<file path="config.mk">
export PLATFORM = sky130hd
export DESIGN_NAME = fetch_unit_flat
export DESIGN_NICKNAME = d
export VERILOG_FILES = /design/src/rtl/fetch_unit_pkg.sv /design/src/rtl/fetch_unit_if.sv /design/src/rtl/fetch_unit_pc_reg.sv /design/src/rtl/fetch_unit.sv /design/src/flat_wrapper.sv
export SDC_FILE = /design/constraint.sdc
export NUM_CORES = 1
export LEC_CHECK = 0
export CAP_MARGIN = 15
export CORE_UTILIZATION = 47
export CTS_BUF_LIST = sky130_fd_sc_hd__clkbuf_4
export DETAILED_ROUTE_END_ITERATION = 7
export HOLD_SLACK_MARGIN = 0.1
export PLACE_DENSITY = 0.82
export RECOVER_POWER = 25
export SLEW_MARGIN = 20
export SYNTH_ARGS = -nofsm -noshare
export SYNTH_HDL_FRONTEND = slang
export SYNTH_SLANG_ARGS = --single-unit
</file>
<file path="constraint.sdc">
create_clock -name clk -period 2.5 [get_ports clk]
set_input_delay 0.5 -clock clk [delete_from_list [all_inputs] [get_ports clk]]
set_output_delay 0.5 -clock clk [all_outputs]
set_load 0.02 [all_outputs]
</file>
<file path="src/rtl/fetch_unit_pkg.sv">
`default_nettype none
// +----------------------------------------------------------------------------+
// | Module  : fetch_unit_pkg                                                   |
// | Purpose : Shared constants, state encoding and PC helper for the fetch     |
// |           stage (fetch_unit, fetch_unit_pc_reg, fetch_unit_if users).      |
// | Ports   : none (package)                                                   |
// | Revision: 1.0 - initial release                                            |
// +----------------------------------------------------------------------------+
package fetch_unit_pkg;

  localparam logic [15:0] RESET_PC  = 16'h0000;
  localparam logic [15:0] NOP_INSTR = 16'h0800;

  // Opcode field (instr[15:11]) values the fetch stage cares about.
  localparam logic [4:0]  OP_NOP    = 5'b00001;
  localparam logic [4:0]  OP_HALT   = 5'b00000;

  typedef enum logic [1:0] {
    ST_FETCH  = 2'b00,
    ST_WAIT   = 2'b01,
    ST_VALID  = 2'b10,
    ST_HALTED = 2'b11
  } fetch_state_e;

  // Sequential PC step; wraps 16'hFFFE -> 16'h0000 by plain modulo arithmetic.
  function automatic logic [15:0] pc_inc(input logic [15:0] pc);
    return pc + 16'd2;
  endfunction

endpackage
`default_nettype wire

</file>
<file path="src/rtl/fetch_unit_if.sv">
`default_nettype none
// +----------------------------------------------------------------------------+
// | Module  : fetch_unit_if                                                    |
// | Purpose : Bundles the fetch stage's instruction-memory handshake and its   |
// |           decode-side instruction/control signals.                         |
// | Ports   : master = fetch stage  (drives imem_req/addr, instr*, halted)     |
// |           slave  = environment  (drives imem_ready/rdata, stall, redirect, |
// |                                  redirect_addr, halt)                      |
// | Revision: 1.0 - initial release                                            |
// +----------------------------------------------------------------------------+
interface fetch_unit_if;

  logic        imem_req;
  logic [15:0] imem_addr;
  logic        imem_ready;
  logic [15:0] imem_rdata;
  logic [15:0] instr;
  logic [15:0] instr_pc;
  logic [15:0] pc_plus2;
  logic        instr_valid;
  logic        stall_in;
  logic        redirect;
  logic [15:0] redirect_addr;
  logic        halt;
  logic        halted;

  modport master (
    output imem_req, imem_addr, instr, instr_pc, pc_plus2, instr_valid, halted,
    input  imem_ready, imem_rdata, stall_in, redirect, redirect_addr, halt
  );

  modport slave (
    input  imem_req, imem_addr, instr, instr_pc, pc_plus2, instr_valid, halted,
    output imem_ready, imem_rdata, stall_in, redirect, redirect_addr, halt
  );

endinterface
`default_nettype wire

</file>
<file path="src/rtl/fetch_unit_pc_reg.sv">
`default_nettype none
// +----------------------------------------------------------------------------+
// | Module  : fetch_unit_pc_reg                                                |
// | Purpose : 16-bit program counter register with load enable.               |
// | Ports   : clk, rst (sync, active high -> RESET_PC)                         |
// |           load_i  - capture d_i on this edge                               |
// |           d_i     - next PC value                                          |
// |           q_o     - current PC                                             |
// | Revision: 1.0 - initial release                                            |
// +----------------------------------------------------------------------------+
module fetch_unit_pc_reg #(
  parameter logic [15:0] RESET_PC = 16'h0000
) (
  input  logic        clk,
  input  logic        rst,
  input  logic        load_i,
  input  logic [15:0] d_i,
  output logic [15:0] q_o
);

  logic [15:0] pc_q;

  always_ff @(posedge clk) begin
    if (rst) begin
      pc_q <= RESET_PC;
    end else if (load_i) begin
      pc_q <= d_i;
    end
  end

  assign q_o = pc_q;

endmodule
`default_nettype wire

</file>
<file path="src/rtl/fetch_unit.sv">
`default_nettype none
// +----------------------------------------------------------------------------+
// | Module  : fetch_unit                                                       |
// | Purpose : Instruction-fetch stage. Owns the PC, fetches one instruction at |
// |           a time over a req/ready memory handshake, holds it for decode   |
// |           until consumed, then applies redirect / halt / PC+2.           |
// | Ports   : clk, rst  - single clock, synchronous active-high reset         |
// |           bus       - fetch_unit_if.master (memory + decode signals)      |
// | Revision: 1.0 - initial release                                            |
// +----------------------------------------------------------------------------+
module fetch_unit #(
  parameter logic [15:0] RESET_PC  = fetch_unit_pkg::RESET_PC,
  parameter logic [15:0] NOP_INSTR = fetch_unit_pkg::NOP_INSTR
) (
  input  logic         clk,
  input  logic         rst,
  fetch_unit_if.master bus
);

  import fetch_unit_pkg::*;

  fetch_state_e state_q;
  logic         imem_req_q;
  logic         instr_valid_q;
  logic [15:0]  instr_q;
  logic [15:0]  instr_pc_q;
  logic [15:0]  pc_plus2_q;
  logic         halted_q;

  logic [15:0]  pc_q;
  logic         pc_load_d;
  logic [15:0]  pc_next_d;
  logic         consume;

  // instr_valid_q is high exactly in ST_VALID, so it doubles as the state test.
  assign consume = instr_valid_q & ~bus.stall_in;

  // PC only moves when an instruction is consumed; halt freezes it.
  always_comb begin
    pc_load_d = 1'b0;
    pc_next_d = pc_q;
    if (consume && !bus.halt) begin
      pc_load_d = 1'b1;
      pc_next_d = bus.redirect ? (bus.redirect_addr & 16'hFFFE) : pc_inc(pc_q);
    end
  end

  fetch_unit_pc_reg #(
    .RESET_PC (RESET_PC)
  ) u_pc_reg (
    .clk    (clk),
    .rst    (rst),
    .load_i (pc_load_d),
    .d_i    (pc_next_d),
    .q_o    (pc_q)
  );

  always_ff @(posedge clk) begin
    if (rst) begin
      state_q       <= ST_FETCH;
      imem_req_q    <= 1'b0;
      instr_valid_q <= 1'b0;
      instr_q       <= NOP_INSTR;
      instr_pc_q    <= RESET_PC;
      pc_plus2_q    <= pc_inc(RESET_PC);
      halted_q      <= 1'b0;
    end else begin
      case (state_q)
        ST_FETCH: begin
          if (!imem_req_q) begin
            // Only reachable on the first cycle after reset: the request
            // is not yet visible to memory, so ready carries no meaning.
            imem_req_q <= 1'b1;
          end else if (bus.imem_ready) begin
            imem_req_q    <= 1'b0;
            instr_valid_q <= 1'b1;
            instr_q       <= bus.imem_rdata;
            instr_pc_q    <= pc_q;
            pc_plus2_q    <= pc_inc(pc_q);
            state_q       <= ST_VALID;
          end else begin
            state_q <= ST_WAIT;
          end
        end
        ST_WAIT: begin
          if (bus.imem_ready) begin
            imem_req_q    <= 1'b0;
            instr_valid_q <= 1'b1;
            instr_q       <= bus.imem_rdata;
            instr_pc_q    <= pc_q;
            pc_plus2_q    <= pc_inc(pc_q);
            state_q       <= ST_VALID;
          end
        end
        ST_VALID: begin
          if (consume) begin
            instr_valid_q <= 1'b0;
            instr_q       <= NOP_INSTR;
            if (bus.halt) begin
              halted_q <= 1'b1;
              state_q  <= ST_HALTED;
            end else begin
              // Request goes out together with the new PC, giving the
              // two-cycle fetch/valid rhythm with no idle cycle.
              imem_req_q <= 1'b1;
              state_q    <= ST_FETCH;
            end
          end
        end
        ST_HALTED: begin
          imem_req_q    <= 1'b0;
          instr_valid_q <= 1'b0;
          instr_q       <= NOP_INSTR;
          halted_q      <= 1'b1;
        end
        default: begin
          state_q <= ST_FETCH;
        end
      endcase
    end
  end

  assign bus.imem_req    = imem_req_q;
  assign bus.imem_addr   = pc_q;
  assign bus.instr       = instr_q;
  assign bus.instr_pc    = instr_pc_q;
  assign bus.pc_plus2    = pc_plus2_q;
  assign bus.instr_valid = instr_valid_q;
  assign bus.halted      = halted_q;

endmodule
`default_nettype wire

</file>
<file path="src/flat_wrapper.sv">
// flat-port wrapper written by rule: the top's interface ports become plain ports
module fetch_unit_flat import fetch_unit_pkg::*;
#(
  parameter logic [15:0] RESET_PC  = fetch_unit_pkg::RESET_PC,
  parameter logic [15:0] NOP_INSTR = fetch_unit_pkg::NOP_INSTR
)
  (clk, rst, bus_imem_req, bus_imem_addr, bus_instr, bus_instr_pc, bus_pc_plus2, bus_instr_valid, bus_halted, bus_imem_ready, bus_imem_rdata, bus_stall_in, bus_redirect, bus_redirect_addr, bus_halt);
  fetch_unit_if bus_i ();
  input  logic clk;
  input  logic rst;
  output wire logic [$bits(bus_i.imem_req)-1:0] bus_imem_req;
  output wire logic [$bits(bus_i.imem_addr)-1:0] bus_imem_addr;
  output wire logic [$bits(bus_i.instr)-1:0] bus_instr;
  output wire logic [$bits(bus_i.instr_pc)-1:0] bus_instr_pc;
  output wire logic [$bits(bus_i.pc_plus2)-1:0] bus_pc_plus2;
  output wire logic [$bits(bus_i.instr_valid)-1:0] bus_instr_valid;
  output wire logic [$bits(bus_i.halted)-1:0] bus_halted;
  input wire logic [$bits(bus_i.imem_ready)-1:0] bus_imem_ready;
  input wire logic [$bits(bus_i.imem_rdata)-1:0] bus_imem_rdata;
  input wire logic [$bits(bus_i.stall_in)-1:0] bus_stall_in;
  input wire logic [$bits(bus_i.redirect)-1:0] bus_redirect;
  input wire logic [$bits(bus_i.redirect_addr)-1:0] bus_redirect_addr;
  input wire logic [$bits(bus_i.halt)-1:0] bus_halt;
  assign bus_imem_req = bus_i.imem_req;
  assign bus_imem_addr = bus_i.imem_addr;
  assign bus_instr = bus_i.instr;
  assign bus_instr_pc = bus_i.instr_pc;
  assign bus_pc_plus2 = bus_i.pc_plus2;
  assign bus_instr_valid = bus_i.instr_valid;
  assign bus_halted = bus_i.halted;
  assign bus_i.imem_ready = bus_imem_ready;
  assign bus_i.imem_rdata = bus_imem_rdata;
  assign bus_i.stall_in = bus_stall_in;
  assign bus_i.redirect = bus_redirect;
  assign bus_i.redirect_addr = bus_redirect_addr;
  assign bus_i.halt = bus_halt;
  fetch_unit #(.RESET_PC(RESET_PC), .NOP_INSTR(NOP_INSTR)) u_core (.clk(clk), .rst(rst), .bus(bus_i));
endmodule
</file>
==> metrics.csv <==
metric;value;unit
final_antenna_net_count;0;
clock_power_share;0.260;
postCtsSetupBuffers;0;
clk_latency;400;ps
p_int;0.00229;W
drive_gt1_frac;0.0778;
cp-end-kind;primary output;
cts-root-buf;clkbuf_4;
drtIter0Drc;201;
start_kind;register;
place_area;4140;um2
path_max_fanout;11;
ys_seq_area_frac;0.424;
synth_flop_cell;dfxtp_1;
tritoncts;done;
synth_common_cells;dfxtp_1, nand2_1, nor2_1, a21oi_1, clkbuf_1;
core_area;6390;um2
slowest_delay;690;ps
nNetsFinal;501;
die_h;83.5;um
grt_pass1_vias;2819;
drc_errors;0;
fin_skew;13.5;ps
fin_crit_sh;0.880;
r2r_end;u_core.bus.pc_plus2[1]$_SDFFE_PP1P_;
htree_levels;3;
r2r.worst_path.cells;7;
switching_power;0.00121;W
hold_viol;0;
min_period;2200;ps
holdBufCountCts;0;
design.portCount;105;
grt_max_degree;44;
syn-cell-area;3120;um2
r2r_start;u_core.state_q[0]$_SDFFE_PP0P_;
setup_viol;0;
maxCapViolations;0;
max_freq;454;MHz
fillerInstances;534;
synth_top_cell_by_area;dfxtp_1;
powerDensity;814;nW/um2
dp_hpwl;5.34;mm
p_sw_frac;0.346;
slowest_stage;clkdlybuf4s50_1;
ys_seq_elements;66;
die_w;83.5;um
drt-wirelength-per-cell;14.4;um
status;finished clean;
cp.arrival;1700;ps
cp_data_required_time;2000;ps
dieArea;6960;um2
syn_to_final_growth;38.0;%
r2r_slack;340;ps
synth.distinct_cells;53;
synth.avg_cell_area;8.36;um2
synth-edff-count;0;
io_buffers;100;
firstDrtPassIters;5;
relSlewSlack;0.454;
ctsResizeCount;0;
whs_path_depth;2;
crit_family;buffers and inverters;
clockBufferDepth;2;
final_util;0.674;
async_reset_ff_frac;0;
gp_congestion;0.752;
p_comb_frac;0.358;
grt_remaining_overflow;0;
hp-class;reg -> reg;
clock-sinks;66;
synth.top_cell.area_share;0.424;
synthMostInstantiatedCell;dfxtp_1;
clkSlewWorstSetupHoldPaths;110;ps
leakage;1.48;nW
hold_end;u_core.bus.instr_pc[14]$_SDFFE_PP0P_;
worst_slew_pin_slew;818;ps
fin_setup_tns;0;ps
drt_wl_total;7.76;mm
finalInstanceArea;4300;um2
critPathKind;reg -> out;
initial_core_util;0.488;
holdCritStartpoint;u_core.bus.instr_pc[14]$_SDFFE_PP0P_;
syn_inst;373;
via_count;2943;
vias_per_cell;5.45;
n_antenna_cell;0;
antenna_found_initial;0;
slew_viol_final;0;
cts_buffers;9;
ir_drop;0.622;mV
global_route.usage.total;0.230;
path_cells;clkdlybuf4s50_1;
synth.area.top_cells;dfxtp_1, nand2_1, nor2_1, a21oi_1, a211oi_1;
seqPwrFrac;0.383;
grt_pass1_wl;13.2;mm
crit_buf_inv;1;
rsz0062_at_grt;no;
fp-row-count;29;
ys_warn_count;0;
## cell usage in the layout (no fill, tap or decap), types with 12 or more instances in the layout
master	n
a22oi_1	16
dfxtp_1	66
nor2_1	41
a211oi_1	16
dlygate4sd3_1	12
a21oi_1	30
clkdlybuf4s50_1	87
nand2_1	49
## flip-flops by register name, summed over array words and instances, names as in the netlist
signal,cells
u_core.bus.instr_pc,15
u_core.state_q,2
u_core.bus.instr_valid,1
u_core.bus.instr,16
u_core.bus.imem_req,1
u_core.bus.halted,1
u_core.bus.pc_plus2,15
u_core.u_pc_reg.q_o,15
## routing by layer
metal | up-vias | track usage | part of all wire
met5 | - | 0 | 0
met4 | 0 | 0.0940 | 0.019
met3 | 13 | 0.0554 | 0.066
met2 | 105 | 0.381 | 0.47
met1 | 1350 | 0.289 | 0.45
li1 | 1475 | - | -
## worst min-delay path: cells and delay by family (launching register included)
kind	cells	cell delay [ps]
DFF	1	320
and+or+nand+nor	1	50
AOI/OAI and AO/OA	1	50
## metrics by stage
stage               std cells  power (W)  hold slack, ps  worst slack [ps]
finish                    540    0.00350             460               299
global route              540    0.00371             484               126
CTS                       540    0.00356             465               281
detailed placement        524    0.00265             450               243
global placement          524    0.00262             443               282
floorplan                 375    0.00214             511               598
## final cells by class
class / count / area [um2] / area share
clock inverters: 7 / 118 / 0.0273
inverters: 6 / 22.5 / 0.00523
multi-input cells: 267 / 1620 / 0.375
clock buffers: 9 / 67.6 / 0.0157
flip-flops and latches: 66 / 1320 / 0.307
repair buffers: 108 / 1060 / 0.247
well taps: 77 / 96.3 / 0.0224
## cell families (layout without fill, tap and decap cells)
kind of cell	Yosys count	count (layout)	share of synthesized area
simple gates	146	146	0.237
mux	9	9	0.0297
fa+ha+maj	5	5	0.0201
buf+inv	42	130	0.0590
flops	66	66	0.424
xor+xnor	13	13	0.0365
other cells	1	3	0.00120
compound gates	91	91	0.193
## how the worst max path moves through the flow
stage,from,to,depth (start not counted)
after global routing,u_core.state_q[0]$_SDFFE_PP0P_,u_core.bus.pc_plus2[9]$_SDFFE_PP0P_,7
after CTS,u_core.u_pc_reg.q_o[5]$_SDFFE_PP0P_,bus_imem_addr[5],1
after detailed placement,bus_halt,u_core.u_pc_reg.q_o[1]$_SDFFE_PP0P_,5
final,u_core.u_pc_reg.q_o[5]$_SDFFE_PP0P_,bus_imem_addr[5],1
after global placement,bus_halt,u_core.u_pc_reg.q_o[1]$_SDFFE_PP0P_,5
after floorplan,u_core.u_pc_reg.q_o[1]$_SDFFE_PP0P_,u_core.u_pc_reg.q_o[9]$_SDFFE_PP0P_,5
## power groups by stage
stage / sequential (W) / combinational (W) / clock (W)
after floorplan: 0.00153 / 0.000610 / 0
after global placement: 0.00136 / 0.00126 / 0
after detailed placement: 0.00136 / 0.00129 / 0
after CTS: 0.00134 / 0.00129 / 0.000923
after global routing: 0.00137 / 0.00137 / 0.000977
final: 0.00134 / 0.00125 / 0.000909
No activity file was read; power rests on OpenSTA's default activity.
